`src/rtl/task_fifo_mq.sv`:
```
// task_fifo_mq: shared-storage multi-queue FIFO with per-queue status, bypass and error pulses
module task_fifo_mq #(
    parameter int PTW = 16,
    parameter int MTW = 16,
    parameter int TREE_NUM = 4,
    parameter int BUF_SIZE = 8,
    parameter int AF_THRESH = BUF_SIZE - 2,
    localparam int TREE_NUM_BITS = $clog2(TREE_NUM),
    localparam int BUF_WIDTH = $clog2(BUF_SIZE),
    localparam int DW = PTW + MTW + 2 * TREE_NUM_BITS + 2
) (
    input  logic                                clk,
    input  logic                                rst,
    input  logic                                wr_en,
    input  logic [TREE_NUM_BITS-1:0]            wr_tree,
    input  logic [DW-1:0]                       buf_in,
    input  logic                                rd_en,
    input  logic [TREE_NUM_BITS-1:0]            rd_tree,
    output logic [DW-1:0]                       buf_out,
    output logic                                o_out_valid,
    output logic [TREE_NUM-1:0]                 o_empty,
    output logic [TREE_NUM-1:0]                 o_full,
    output logic [TREE_NUM-1:0]                 o_almost_full,
    output logic [TREE_NUM*(BUF_WIDTH+1)-1:0]   o_fifo_counter,
    output logic                                o_overflow,
    output logic                                o_underflow
);
    logic [DW-1:0]        mem [TREE_NUM*BUF_SIZE];
    logic [BUF_WIDTH-1:0] wr_ptr_q [TREE_NUM], wr_ptr_d [TREE_NUM];
    logic [BUF_WIDTH-1:0] rd_ptr_q [TREE_NUM], rd_ptr_d [TREE_NUM];
    logic [BUF_WIDTH:0]   cnt_q [TREE_NUM], cnt_d [TREE_NUM];
    logic [DW-1:0]        buf_out_q, buf_out_d;
    logic                 valid_q, valid_d, ovf_q, ovf_d, unf_q, unf_d;
    logic                 wr_ok, rd_ok, bypass;
    logic [TREE_NUM-1:0]  wr_sel, rd_sel;

    always_comb begin
        wr_ok = wr_en && (cnt_q[wr_tree] != (BUF_WIDTH+1)'(BUF_SIZE) || (rd_en && rd_tree == wr_tree));
        rd_ok = rd_en && (cnt_q[rd_tree] != '0 || (wr_en && wr_tree == rd_tree));
        bypass = rd_ok && cnt_q[rd_tree] == '0;
        wr_sel = wr_ok ? TREE_NUM'(1) << wr_tree : '0;
        rd_sel = rd_ok ? TREE_NUM'(1) << rd_tree : '0;
        for (int i = 0; i < TREE_NUM; i++) begin
            wr_ptr_d[i] = wr_ptr_q[i] + BUF_WIDTH'(wr_sel[i]);
            rd_ptr_d[i] = rd_ptr_q[i] + BUF_WIDTH'(rd_sel[i]);
            cnt_d[i] = cnt_q[i] + (BUF_WIDTH+1)'(wr_sel[i]) - (BUF_WIDTH+1)'(rd_sel[i]);
        end
        buf_out_d = !rd_ok ? '0 : bypass ? buf_in : mem[{rd_tree, rd_ptr_q[rd_tree]}];
        valid_d = rd_ok;
        ovf_d = wr_en && !wr_ok;
        unf_d = rd_en && !rd_ok;
    end

    always_ff @(posedge clk) begin
        if (rst) begin
            wr_ptr_q <= '{default: '0};
            rd_ptr_q <= '{default: '0};
            cnt_q <= '{default: '0};
            buf_out_q <= '0;
            valid_q <= 1'b0;
            ovf_q <= 1'b0;
            unf_q <= 1'b0;
        end else begin
            wr_ptr_q <= wr_ptr_d;
            rd_ptr_q <= rd_ptr_d;
            cnt_q <= cnt_d;
            buf_out_q <= buf_out_d;
            valid_q <= valid_d;
            ovf_q <= ovf_d;
            unf_q <= unf_d;
        end
    end

    always_ff @(posedge clk) begin
        if (wr_ok && !rst)
            mem[{wr_tree, wr_ptr_q[wr_tree]}] <= buf_in;
    end

    for (genvar t = 0; t < TREE_NUM; t++) begin : g_stat
        assign o_empty[t] = cnt_q[t] == '0;
        assign o_full[t] = cnt_q[t] == (BUF_WIDTH+1)'(BUF_SIZE);
        assign o_almost_full[t] = cnt_q[t] >= (BUF_WIDTH+1)'(AF_THRESH);
        assign o_fifo_counter[t*(BUF_WIDTH+1) +: BUF_WIDTH+1] = cnt_q[t];
    end

    assign buf_out = buf_out_q;
    assign o_out_valid = valid_q;
    assign o_overflow = ovf_q;
    assign o_underflow = unf_q;
endmodule

```
`config.mk`:
```
export PLATFORM = sky130hd
export DESIGN_NAME = task_fifo_mq
export DESIGN_NICKNAME = d
export VERILOG_FILES = /design/src/rtl/task_fifo_mq.sv
export SDC_FILE = /design/constraint.sdc
export NUM_CORES = 2
export LEC_CHECK = 0
export BUFFER_PORTS_ARGS = -buffer_cell sky130_fd_sc_hd__clkbuf_2
export CORE_UTILIZATION = 35
export CTS_BUF_LIST = sky130_fd_sc_hd__clkbuf_2
export CTS_CLUSTER_DIAMETER = 30
export DETAILED_ROUTE_END_ITERATION = 12
export SLEW_MARGIN = 10
export SYNTH_ARGS = -nofsm -noshare
export SYNTH_HDL_FRONTEND = slang
export SYNTH_SLANG_ARGS = --single-unit
```
`constraint.sdc`:
```
create_clock -name clk -period 5.55 [get_ports clk]
set_input_delay 0.2775 -clock clk [delete_from_list [all_inputs] [get_ports clk]]
set_output_delay 0.2775 -clock clk [all_outputs]
set_load 0.1 [all_outputs]
```
======== After elaboration in Yosys (flattened, before gate mapping) ========
Memory sizes are Yosys's and may differ from the RTL's.
Index checks and enable logic that the tools add are counted.
storage, ports and cells
  register bits ........................... 81
  bits in latches ......................... 0
  bits in writable memories ............... 1216
  memory bits (read-only) ................. 0
  input bits .............................. 46
  output and inout port bits .............. 69
  memories ................................ 1
memory list
  name  depth  bits a word  rd ports  clocked after memory_dff  wr ports  RTL line  source
  mem   32     38           1         0                         1         28        logic [DW-1:0] mem [TREE_NUM*BUF_SIZE];
operators by class
  $add $sub $neg .......................... 16
  multipliers ............................. 0
  div/mod/pow operators ................... 0
  magnitude comparators ................... 6
  equality and inequality tests ........... 7
  shift operators ......................... 2
  muxes and demuxes ....................... 17
  bitwise operators ....................... 3
  reduce and logical (&&, ||, !) cells .... 20
operators by type and width
  cell                   count
  $mux W38               1
  $add A3 B1 Y3          8
  $mux W4                6
  $logic_not A4 Y1       5
  $add A4 B1 Y4          4
  $bmux W4 S2            2
  $eq A4 B4 Y1 const B   4
  $ge A4 B3 Y1 const B   4
  $sub A4 B1 Y4          4
  $bmux W3 S2            2
  $mux W3                4
  $logic_and A1 B1 Y1    8
  $shl A1 B2 Y4 const A  2
  $ge A3 B3 Y1 const B   2
  $not A2 Y3             2
  $eq A2 B2 Y1           2
  $ne A4 B4 Y1 const B   1
  $reduce_bool A4 Y1     1
  $logic_not A1 Y1       3
  $logic_or A1 B1 Y1     2
  $mux W1                2
  $reduce_or A2 Y1       1
  $not A1 Y1             1

======== Longest topological paths before layout ========
  depth in word-level cells ............... 10
  mapped depth ............................ 16

======== Least setup slack after synthesis ========
OpenSTA, ideal clock, no wires.
  kind .................................... flip-flop to flip-flop
  start ................................... register cnt_q (netlist bit o_fifo_counter[13])
  end ..................................... memory mem[28][0] in the netlist's numbering (enable)
  setup time .............................. 0.433 ns
  arrival ................................. 4.265 ns
  data required time ...................... 5.117 ns
  path slack .............................. 0.852 ns
  stages on the path, launching flop included .. 8
  path buffers ............................ 1
  period minus slack after synthesis ...... 4.698 ns
  path through ............................ dfxtp_1 -> nor3_1 -> mux4_2 -> nand3_1 -> and3b_1 -> or3b_2 -> clkbuf_1 -> nor2_1
between the ends
  word-level cells in the longest chain between the ends .. 9
RTL lines
  element                                      RTL line  source
  from (decl)                                  31        logic [BUF_WIDTH:0] cnt_q [TREE_NUM], cnt_d [TREE_NUM];
  from (signal assigned)                       66        cnt_q <= cnt_d;
  $bmux W4 S2                                  38        wr_ok = wr_en && (cnt_q[wr_tree] != (BUF_WIDTH+1)'(BUF_SIZE) || (rd_en && rd_tree == wr_tree));
  $mux W4 (not written as such) (2 in series)  38
  $ne A4 B4 Y1                                 38
  $logic_or A1 B1 Y1                           38
  $logic_and A1 B1 Y1                          38
  $logic_and A1 B1 Y1                          75        if (wr_ok && !rst)
  $mux W1                                      75
  $mux W1 (not written as such)                76        mem[{wr_tree, wr_ptr_q[wr_tree]}] <= buf_in;
  to (decl)                                    28
No other way between the ends. The select of a mux whose other input is x is not followed.

======== Worst setup path after layout ========
  start ................................... register cnt_q (netlist bit o_fifo_counter[9])
  end ..................................... register cnt_q (netlist bit o_fifo_counter[10])
between the ends
  word-level cells in the longest chain between the ends .. 9
RTL lines
  element                                      RTL line  source
  $bmux W4 S2                                  38
  $mux W4 (not written as such) (2 in series)  38
  $ne A4 B4 Y1                                 38
  $logic_or A1 B1 Y1                           38
  $logic_and A1 B1 Y1                          38
  $mux W4                                      41        wr_sel = wr_ok ? TREE_NUM'(1) << wr_tree : '0;
  $add A4 B1 Y4                                46        cnt_d[i] = cnt_q[i] + (BUF_WIDTH+1)'(wr_sel[i]) - (BUF_WIDTH+1)'(rd_sel[i]);
  $sub A4 B1 Y4 (*)                            46
Mark *: on every way between the ends. The rest lies on a longest branch, timed or not. The select of a mux whose other input is x is not followed.
A chain may end at the register's enable or synchronous reset.

==> results_dict.tcl <==
set metrics [dict create \
    io_pins 115 \
    setup_viol 0 \
    synth_top_family_by_area "multiplexers" \
    yosysWarnings 0 \
    outcome "complete, no violations" \
    peakVddDrop_mv 0.2905 \
    routed.top_layer "met4" \
    dp_cells 5025 \
    cp_top_family "buffers and inverters" \
    critPathBufInv 4 \
    placed_cell_area_mm2 0.05480 \
    dr_wl_met3_mm 9.112 \
    worstMarginPinSlew_ns 1.186 \
    period_minus_slack_ns 4.248 \
    drive_gt1_frac 0.2048 \
    hp-class "in2reg" \
    cts_root_buffer "clkbuf_2" \
    route.layer.met1.wl_mm 59.45 \
    synth_top_cell_by_area "edfxtp_1" \
    swShare 0.2843 \
    ant_nets 0 \
    p_per_area_mw_per_mm2 332.1 \
    max_stage_delay_ns 0.63 \
    p_sw_w 0.005603 \
    synth-seq-area-share 0.7374 \
    drt_iter0_drc 2643 \
    synthDominantCellAreaShare 0.7061 \
    post-route-period-util 0.7654 \
    synthXorXnorAreaFrac 0.003048 \
    yosys.cell_types.count 47 \
    path_cells "nor4_1, a221oi_1, a31oi_4, buf_4, nand2b_1, nand2_1, nor3_1, dlygate4sd3_1, ha_1, inv_1, ha_1, inv_1, fa_1, xor2_1, nor2_1" \
    clockPowerShare 0.334 \
    drc 0 \
    cts.sinks 1297 \
    synthFlopType "edfxtp_1" \
    routabilityCongestion 0.7911 \
    antenna_found_initial 5 \
    cts.htree.levels 5 \
    clk_latency_ns 1.53 \
    yosysMostFrequentCell "edfxtp_1" \
    core_area_mm2 0.1461 \
    p_int_w 0.01411 \
    synth-simple-area-share 0.04261 \
    rsz0062_at_grt "no" \
    yosys-top-cells-area "edfxtp_1 (71%), mux2i_1 (13%), dfxtp_1 (3.1%), nand2_1 (2.1%), a21oi_1 (1.1%)" \
    cts.reportedPaths.clkPinSlew_ns 0.09 \
    synthMuxAreaShare 0.1360 \
    synth_compound_area_frac 0.04846 \
    cpMaxStageDelayCell "buf_4" \
    die-area_mm2 0.1493 \
    routed_wl_mm 139.1 \
    synth_seq_cells 1297 \
    drt_pass1_iterations 6 \
    area_growth_pct 14.76 \
    met2_length_mm 67.90 \
    rows 140 \
    start_util 0.3540 \
    critPathCaptureType "flip-flop" \
    setup_slack_ns 1.302 \
    cts_buffer_depth 4 \
    critical_path.max_fanout 40 \
    critical_path.startpoint_type "flip-flop" \
    place_ws_ns 1.556 \
    fin_cells 5767 \
    final_area_mm2 0.05935 \
    max_cap_viol_count 0 \
    relSlewSlack 0.2066 \
    fin_setup_tns_ns 0 \
    crit_type "reg2reg" \
    cts_tree "yes" \
    crit_required_ns 6.83 \
    vias 29690 \
    vias_per_cell 5.149 \
    skew_ns 0.1847 \
    avgSynthCellArea_um2 16.64 \
    p_seq_frac 0.551 \
    comb_power_share 0.115 \
    wire_per_inst_um 24.12 \
    async_reset_ff_frac 0 \
    synth_fp_nets 3201 \
    fmax_mhz 235.4 \
    dp_hpwl_mm 76.22 \
    synth_cells 3107 \
    grt_max_degree 115 \
    grt_pass1_wl_mm 199.3 \
    grtUsageTotal 0.1843 \
    p_leak_nw 20.41 \
    gr-total-overflow 0 \
    synth_commonest_cells "edfxtp_1 (1,216), mux2i_1 (681), nand2_1 (284)" \
    synth_fa_ha_area_frac 0.01219 \
    die_y_um 386.4 \
    portBuffers 114 \
    synth_area_mm2 0.05172 \
    slew_violations 0 \
    die_w_um 386.4 \
    synth_edf_count 1216 \
    grt_pass1_vias 29600 \
    fin_nets 3678 \
    finalHoldViolations 0 \
    cts_buffers 350 \
    arrival_ns 5.53 \
]
-- metal layers --
layer | vias to the layer above | global-route usage
met1 | 15130 | 0.2427
li1 | 13260 | -
met5 | - | 0
met3 | 186 | 0.03712
met4 | 0 | 0.06015
met2 | 1126 | 0.3037
-- state kept, by name, indices dropped and copies added, names as in the netlist --
| name | cells |
|---|---|
| mem | 1216 |
| o_underflow | 1 |
| o_overflow | 1 |
| rd_ptr_q | 12 |
| buf_out | 38 |
| wr_ptr_q | 12 |
| o_fifo_counter | 16 |
| o_out_valid | 1 |
-- cells in the final DEF (no fill, tap or decap), drive strengths merged, types with 57 or more instances in the layout --
cell type and count:
nand2 286, buf 80, o22ai 75, dfxtp 81
dlygate4sd3 111, mux2i 681, a21oi 118, clkinv 107
clkbuf 605, nor2 57, edfxtp 1216
-- path summary, 6_finish.rpt --
| kind | end | depth (start not counted) | slack, ns | from |
|---|---|---|---|---|
| max reg2reg | o_fifo_counter[10] | 15 | 1.30 | o_fifo_counter[9] |
| min | mem[18][18] | 2 | 0.17 | buf_in[18] |
| min reg2reg | wr_ptr_q[2] | 2 | 0.54 | wr_ptr_q[2] |
| max | o_fifo_counter[10] | 15 | 1.30 | o_fifo_counter[9] |
-- area by class of cell --
class	count	area, um^2
fillers	13540	86740
flip-flops and latches	1297	38140
multi-input cells	1601	12890
repair buffers	305	2645
clock buffers	491	2457
well taps	1917	2399
clock inverters	124	709.4
inverters	29	108.9
diodes	3	7.507
-- power by group through the flow --
stage / combinational, W / clock, W / sequential (W)
after floorplan: 0.00117 / 0 / 0.0114
after global placement: 0.00216 / 0 / 0.0111
after detailed placement: 0.00217 / 0 / 0.0111
after CTS: 0.00229 / 0.00676 / 0.0109
after global routing: 0.00239 / 0.00726 / 0.0109
final: 0.00227 / 0.00659 / 0.0109
-- stage by stage --
| stage | hold slack [ns] | util | total power (W) |
|---|---|---|---|
| after floorplan | 0.3491 | - | 0.01258 |
| after global placement | 0.5046 | 0.3751 | 0.01323 |
| after detailed placement | 0.5296 | 0.3751 | 0.01325 |
| after CTS | 0.0007927 | 0.4062 | 0.01990 |
| after global routing | 0.04019 | 0.4063 | 0.02052 |
| final | 0.1659 | 0.4063 | 0.01971 |
-- cells by family after synthesis --
| kind of cell | Yosys count |
|---|---|
| AND/OR/NAND/NOR | 488 |
| buffers and inverters | 209 |
| flip-flops | 1297 |
| adder cells (fa/ha/maj) | 48 |
| AO/OA/AOI/OAI | 354 |
| multiplexers | 693 |
| XOR/XNOR | 18 |
-- repair_timing --
action / CTS / global route
hold buffers: 124 / 0
resized for setup: 0 / 0
setup endpoints to repair: 0 / 0
endpoints found under the hold margin: 1823 / 0
buffers inserted: 0 / 0
Power figures use the tool's default switching activity.
